File: config.mk
export PLATFORM = sky130hd
export DESIGN_NAME = serial_alu_ctrl_flat
export DESIGN_NICKNAME = d
export VERILOG_FILES = /design/src/rtl/alu_pkg.sv /design/src/rtl/serial_alu_ctrl_if.sv /design/src/rtl/serial_alu_ctrl.sv /design/src/flat_wrapper.sv
export SDC_FILE = /design/constraint.sdc
export NUM_CORES = 1
export LEC_CHECK = 0
export ABC_AREA = 1
export CAP_MARGIN = 15
export CORE_MARGIN = 2
export CORE_UTILIZATION = 54
export DETAILED_ROUTE_END_ITERATION = 10
export PLACE_DENSITY = 0.84
export SETUP_SLACK_MARGIN = 0.1
export SLEW_MARGIN = 25
export SYNTH_ARGS = -nofsm -noshare
export SYNTH_HDL_FRONTEND = slang
export SYNTH_SLANG_ARGS = --single-unit
File: constraint.sdc
create_clock -name clk -period 2.15 [get_ports clk]
set_input_delay 0.43 -clock clk [delete_from_list [all_inputs] [get_ports clk]]
set_output_delay 0.43 -clock clk [all_outputs]
set_load 0.005 [all_outputs]
File: src/rtl/alu_pkg.sv
// Shared opcode constants, FSM state encoding and helpers for the bit-serial ALU sequencer.
package alu_pkg;

  localparam logic [2:0] OP_MOV = 3'b000;
  localparam logic [2:0] OP_NOT = 3'b001;
  localparam logic [2:0] OP_OR  = 3'b010;
  localparam logic [2:0] OP_AND = 3'b011;
  localparam logic [2:0] OP_ADD = 3'b100;
  localparam logic [2:0] OP_SUB = 3'b101;

  typedef enum logic [1:0] {
    IDLE = 2'd0,
    RUN  = 2'd1,
    DONE = 2'd2
  } state_t;

  // ADD and SUB are the only ops whose carry and overflow are meaningful.
  function automatic logic is_arith(input logic [2:0] op);
    return (op == OP_ADD) || (op == OP_SUB);
  endfunction

endpackage

File: src/rtl/serial_alu_ctrl_if.sv
// Front-end request/response bundle of the serial ALU sequencer.
interface serial_alu_ctrl_if #(
  parameter int unsigned WIDTH = 8
);
  logic             start;
  logic [2:0]       op;
  logic [WIDTH-1:0] a;
  logic [WIDTH-1:0] b;
  logic             busy;
  logic             done;
  logic [WIDTH-1:0] result;
  logic             c_out;
  logic             ovf;

  modport master (
    output start, op, a, b,
    input  busy, done, result, c_out, ovf
  );

  modport slave (
    input  start, op, a, b,
    output busy, done, result, c_out, ovf
  );
endinterface

File: src/rtl/serial_alu_ctrl.sv
// Bit-serial sequencer: feeds one WIDTH-bit op through an external 1-bit ALU slice, LSB first,
// recirculating the slice carry between bits.
module serial_alu_ctrl
  import alu_pkg::*;
#(
  parameter int unsigned WIDTH = 8
) (
  input  logic             clk,
  input  logic             rst_n,
  serial_alu_ctrl_if.slave bus,
  output logic             alu_a,
  output logic             alu_b,
  output logic             alu_c_in,
  output logic [2:0]       alu_op,
  input  logic             alu_result,
  input  logic             alu_c_out
);

  localparam int unsigned CW = $clog2(WIDTH);

  state_t           state, state_nxt;
  logic [WIDTH-1:0] a_sr, b_sr, res_sh, result_q;
  logic [2:0]       op_q;
  logic [CW-1:0]    cnt;
  logic             carry;
  logic             c_out_q, ovf_q;
  logic             accept, last;

  always_ff @(posedge clk or negedge rst_n) begin
    if (!rst_n) state <= IDLE;
    else        state <= state_nxt;
  end

  always_comb begin
    state_nxt = state;
    accept    = 1'b0;
    last      = 1'b0;
    unique case (state)
      IDLE: begin
        accept = bus.start;
        if (bus.start) state_nxt = RUN;
      end
      RUN: begin
        last = (cnt == CW'(WIDTH - 1));
        if (last) state_nxt = DONE;
      end
      DONE: begin
        accept    = bus.start;
        state_nxt = bus.start ? RUN : IDLE;
      end
      default: state_nxt = IDLE;
    endcase
  end

  // carry still holds the carry into the MSB while the MSB is in the slice,
  // so overflow needs no separate capture register.
  always_ff @(posedge clk or negedge rst_n) begin
    if (!rst_n) begin
      a_sr     <= '0;
      b_sr     <= '0;
      res_sh   <= '0;
      result_q <= '0;
      op_q     <= '0;
      cnt      <= '0;
      carry    <= 1'b0;
      c_out_q  <= 1'b0;
      ovf_q    <= 1'b0;
    end else if (accept) begin
      a_sr  <= bus.a;
      b_sr  <= bus.b;
      op_q  <= bus.op;
      cnt   <= '0;
      carry <= (bus.op == OP_SUB);
    end else if (state == RUN) begin
      a_sr   <= a_sr >> 1;
      b_sr   <= b_sr >> 1;
      res_sh <= {alu_result, res_sh[WIDTH-1:1]};
      carry  <= alu_c_out;
      cnt    <= cnt + CW'(1);
      if (last) begin
        result_q <= {alu_result, res_sh[WIDTH-1:1]};
        c_out_q  <= is_arith(op_q) & alu_c_out;
        ovf_q    <= is_arith(op_q) & (carry ^ alu_c_out);
      end
    end
  end

  assign alu_a    = (state == RUN) & a_sr[0];
  assign alu_b    = (state == RUN) & b_sr[0];
  assign alu_c_in = (state == RUN) & carry;
  assign alu_op   = (state == RUN) ? op_q : 3'b000;

  assign bus.busy   = (state == RUN);
  assign bus.done   = (state == DONE);
  assign bus.result = result_q;
  assign bus.c_out  = c_out_q;
  assign bus.ovf    = ovf_q;

endmodule
File: src/flat_wrapper.sv
// flat-port wrapper written by rule: the top's interface ports become plain ports
module serial_alu_ctrl_flat import alu_pkg::*;
#(
  parameter int unsigned WIDTH = 8
)
  (clk, rst_n, alu_a, alu_b, alu_c_in, alu_op, alu_result, alu_c_out, bus_start, bus_op, bus_a, bus_b, bus_busy, bus_done, bus_result, bus_c_out, bus_ovf);
  serial_alu_ctrl_if #(.WIDTH(WIDTH)) bus_i ();
  input  logic clk;
  input  logic rst_n;
  output logic alu_a;
  output logic alu_b;
  output logic alu_c_in;
  output logic [2:0] alu_op;
  input  logic alu_result;
  input  logic alu_c_out;
  input wire logic [$bits(bus_i.start)-1:0] bus_start;
  input wire logic [$bits(bus_i.op)-1:0] bus_op;
  input wire logic [$bits(bus_i.a)-1:0] bus_a;
  input wire logic [$bits(bus_i.b)-1:0] bus_b;
  output wire logic [$bits(bus_i.busy)-1:0] bus_busy;
  output wire logic [$bits(bus_i.done)-1:0] bus_done;
  output wire logic [$bits(bus_i.result)-1:0] bus_result;
  output wire logic [$bits(bus_i.c_out)-1:0] bus_c_out;
  output wire logic [$bits(bus_i.ovf)-1:0] bus_ovf;
  assign bus_i.start = bus_start;
  assign bus_i.op = bus_op;
  assign bus_i.a = bus_a;
  assign bus_i.b = bus_b;
  assign bus_busy = bus_i.busy;
  assign bus_done = bus_i.done;
  assign bus_result = bus_i.result;
  assign bus_c_out = bus_i.c_out;
  assign bus_ovf = bus_i.ovf;
  serial_alu_ctrl #(.WIDTH(WIDTH)) u_core (.clk(clk), .rst_n(rst_n), .bus(bus_i), .alu_a(alu_a), .alu_b(alu_b), .alu_c_in(alu_c_in), .alu_op(alu_op), .alu_result(alu_result), .alu_c_out(alu_c_out));
endmodule
# Word level (Yosys, flattened, before mapping)

Index checks and enable logic that the tools add are counted.

$add $sub $neg: 1
Eq/ne operators: 8
Muxes and demuxes: 15
Bitwise logic cells: 7
Reductions and logical operators: 7

Operators with widths:

| operator              | number |
|---|---|
| $mux W8               | 4 |
| $eq A3 B3 Y1 const B  | 4 |
| $mux W3               | 3 |
| $pmux W2 S3           | 1 |
| $and A1 B1 Y1         | 5 |
| $mux W1               | 5 |
| $mux W2               | 2 |
| $reduce_and A2 Y1     | 2 |
| $add A3 B1 Y3 const B | 1 |
| $reduce_and A3 Y1     | 1 |
| $eq A2 B1 Y1 const B  | 1 |
| $eq A2 B2 Y1 const B  | 1 |
| $logic_not A2 Y1      | 1 |
| $ne A2 B1 Y1 const B  | 1 |
| $ne A2 B2 Y1 const B  | 1 |
| $reduce_bool A2 Y1    | 1 |
| $reduce_or A2 Y1      | 1 |
| $logic_or A1 B1 Y1    | 1 |
| $not A1 Y1            | 1 |
| $xor A1 B1 Y1         | 1 |

Flip-flop bits (word level): 43
Input port bits: 24
Output and inout bits: 18
Logic and storage cells: 48

# Longest topological paths before layout

Depth after elaboration: 5
Mapped depth: 8
Gate-level depth less buffers: 7

# Least setup slack after synthesis

Ideal clock, no wire load.

Path type: reg-to-output
Start point: register u_core.state[0]
End point: output port alu_a
Arrival: 937 ps
Data required time: 1720 ps
Path slack: 783 ps
Cell stages (with the launch flop): 4
Buffers on the path: 1
Cell sequence: dfrtp_1 -> nand2_4 -> clkbuf_1 -> nor2_1

Word-level cells in the longest chain between the ends: 2

RTL lines:

| what                   | RTL line              | source |
|---|---|---|
| from (decl)            | serial_alu_ctrl.sv:21 | `state_t state, state_nxt;` |
| from (signal assigned) | serial_alu_ctrl.sv:31 | `else state <= state_nxt;` |
| $eq A2 B1 Y1           | serial_alu_ctrl.sv:88 | `assign alu_a = (state == RUN) & a_sr[0];` |
| $and A1 B1 Y1          | serial_alu_ctrl.sv:88 |  |
| to (decl)              | flat_wrapper.sv:10    | `output logic alu_a;` |

Every way passes these cells.

# Worst setup path after layout

Start point: register u_core.state[1]
End point: output port alu_op[1]

Word-level cells in the longest chain between the ends: 2

RTL lines:

| what         | RTL line              | source |
|---|---|---|
| $eq A2 B1 Y1 | serial_alu_ctrl.sv:91 | `assign alu_op = (state == RUN) ? op_q : 3'b000;` |
| $mux W3      | serial_alu_ctrl.sv:91 |  |
| to (decl)    | flat_wrapper.sv:13    | `output logic [2:0] alu_op;` |

Every way passes these cells.

==> results_dict.tcl <==
set metrics [dict create \
    hold-worst-slack_ns 0.123 \
    slowest_stage "clkdlybuf4s50_1" \
    finalHoldViolCount 0 \
    clock.fmax_mhz 499 \
    floorplan.initialDensity_pct 57.0 \
    port_buffers 41 \
    fin_crit_ns 2.01 \
    core_sq_um 3390 \
    fp.dieH_um 63.8 \
    vias 1577 \
    dp_hpwl_um 2400 \
    grt_max_degree 43 \
    fin_util_pct 73.8 \
    clock_path_buffers 2 \
    drt_iter0_drc 51 \
    grt_pass1_wl_um 6350 \
    die_area_sq_um 4070 \
    cp.required_ns 1.72 \
    diodes 0 \
    reg2regPathDepth 7 \
    path_class "flop to output pin" \
    ys_warn_count 0 \
    synth_top_area_cell "dfrtp_1" \
    slew_viol_final 0 \
    clk_latency_ns 0.34 \
    worstMarginPinSlew_ns 0.507 \
    dr.pass1.iters 4 \
    place_area_sq_um 2360 \
    rows 21 \
    finalSetupViolCount 0 \
    synth_top_area_share_pct 54.4 \
    power_density_nw_per_um2 1320 \
    synth_edf_count 0 \
    ys_ff_latch 42 \
    syn_area_sq_um 1930 \
    cp_max_fo 12 \
    grt_setup_unrepaired "yes" \
    grt_antenna_before_repair 0 \
    slowest_delay_ns 0.51 \
    post-route-drc-count 0 \
    synthToLayoutAreaGrowth_pct 29.6 \
    setup_tns_ns 0 \
    clock-root-buffer "clkbuf_4" \
    wl_per_cell_um 11.2 \
    crit_family "buffers and inverters" \
    r2r-end "u_core.b_sr[0]" \
    postCtsHoldBufs 0 \
    ir_worst_vdd_uv 819 \
    final_area_sq_um 2500 \
    grt_pass1_vias 1499 \
    cts_buffers 5 \
    ios 42 \
    reg2reg_from "u_core.state[0]" \
    place_ws_ns 0.279 \
    synth_area_leaders "dfrtp_1 54%, nand2_1 17%, inv_1 5.4%" \
    worst-r2r-setup-slack_ns 0.64 \
    yosysMostFrequentCell "nand2_1" \
    end_kind "output pin" \
    finalWorstSetupSlack_ns 0.145 \
    period_share_pct 93.3 \
    overflow 0 \
    fp.dieW_um 63.8 \
    worst-endpoint-arrival_ns 1.58 \
    antenna_left 0 \
    relSlewSlack_pct 66.2 \
    min_path_type "input pin to asynchronous set/reset pin" \
    fin_worst_skew_ns 0.0141 \
    startpoint_type "flop" \
    outcome "complete, no violations" \
    viasPerCell 4.79 \
    clk_pin_slew_worst_paths_ns 0.13 \
    drive_gt1_share_pct 14.8 \
    p_leak_nw 1.30 \
    h-tree-depth 2 \
    cts_sinks 42 \
    cp_num_buf_inv 2 \
    cts_tree "built" \
    syn_avg_cell_area_sq_um 8.32 \
    synthArstFlopShare_pct 100 \
    synth_common_cells "85 x nand2_1, 42 x dfrtp_1, 28 x inv_1, 21 x nor2_1, 21 x o21ai_0" \
    nets 309 \
    synth_cell_types 20 \
    cap_violations 0 \
    synth_nets 258 \
    seq_area_frac_synth_pct 54.4 \
    grt.total_usage_pct 19.8 \
    syn_inst 232 \
    path_cells "inv_4 -> nand2_8 -> nor2_1 -> clkdlybuf4s50_1" \
    wirelength_um 3670 \
    ys.flop_type "dfrtp_1" \
    gp_congestion 0.738 \
]
==> cells in the final DEF (no fill, tap or decap), drive strengths merged <==
cell	instances
a21oi	1
buf	11
clkbuf	5
clkdlybuf4s50	37
clkinv	2
dfrtp	42
dlymetal6s2s	3
ha	2
inv	31
nand2	90
nand3	5
nor2	23
o21ai	30
or2	1
==> layout make-up <==
class	instances	area (sq um)
Clock inverter	2	10.0
Clock buffer	5	37.5
Sequential cell	42	1050
Fill cell	250	888
Timing Repair Buffer	51	488
Inverter	31	126
Multi-Input combinational cell	152	729
Tap cell	46	57.6
==> metrics by stage <==
stage,cells,power [W]
2_1_floorplan,232,0.00227
3_3_place_gp,314,0.00275
3_5_place_dp,314,0.00280
4_1_cts,324,0.00322
5_1_grt,329,0.00360
6_report,329,0.00330
==> repair_timing <==
action | 4_1_cts | 5_1_grt
gates cloned | 1 | 0
gates resized for setup | 6 | 6
buffers inserted | 2 | 5
setup endpoints to repair | 7 | 8
pin swaps | 1 | 1
==> power by group <==
| group | internal (W) | leakage, nW | total (W) | switching, W |
|---|---|---|---|---|
| combinational | 0.000751 | 0.740 | 0.00159 | 0.000842 |
| clock | 0.000118 | 0.0308 | 0.000362 | 0.000244 |
| sequential | 0.00115 | 0.529 | 0.00135 | 0.000195 |
==> state kept, by name, summed over array words and instances, names as in the netlist <==
register and flops:
u_core.state 2, u_core.bus.ovf 1, u_core.a_sr 8, u_core.carry 1, u_core.cnt 3, u_core.bus.c_out 1, u_core.op_q 3, u_core.b_sr 8
u_core.res_sh 7, u_core.bus.result 8
==> cell families (layout without fill, tap and decap cells) <==
kind of cell | count (synthesis) | in the layout | synth area share (%)
AOI/OAI and AO/OA | 31 | 31 | 9.40
adders and majority gates | 2 | 2 | 1.30
buffers and inverters | 39 | 89 | 9.20
DFF | 42 | 42 | 54.4
and+or+nand+nor | 118 | 119 | 25.7
==> layer usage <==
metal / wire length [um] / GRT usage, % / vias to the layer above
li1: - / - / 808
met1: 1680 / 24.3 / 732
met2: 1790 / 33.9 / 29
met5: 0 / 0 / -
met4: 70 / 8.42 / 0
met3: 121 / 4.23 / 8
==> worst max path at each step <==
stage                    start         to  slack [ns]  cells after the start
2_1_floorplan  u_core.state[0]      alu_a        0.78                      3
3_3_place_gp   u_core.state[0]   bus_busy        0.32                      3
3_5_place_dp   u_core.state[0]   bus_busy        0.28                      3
4_1_cts        u_core.state[1]   alu_c_in        0.10                      4
5_1_grt        u_core.state[1]      alu_a        0.08                      4
6_report       u_core.state[1]  alu_op[1]        0.14                      4
Note: power is estimated with default switching activity, not from simulation.
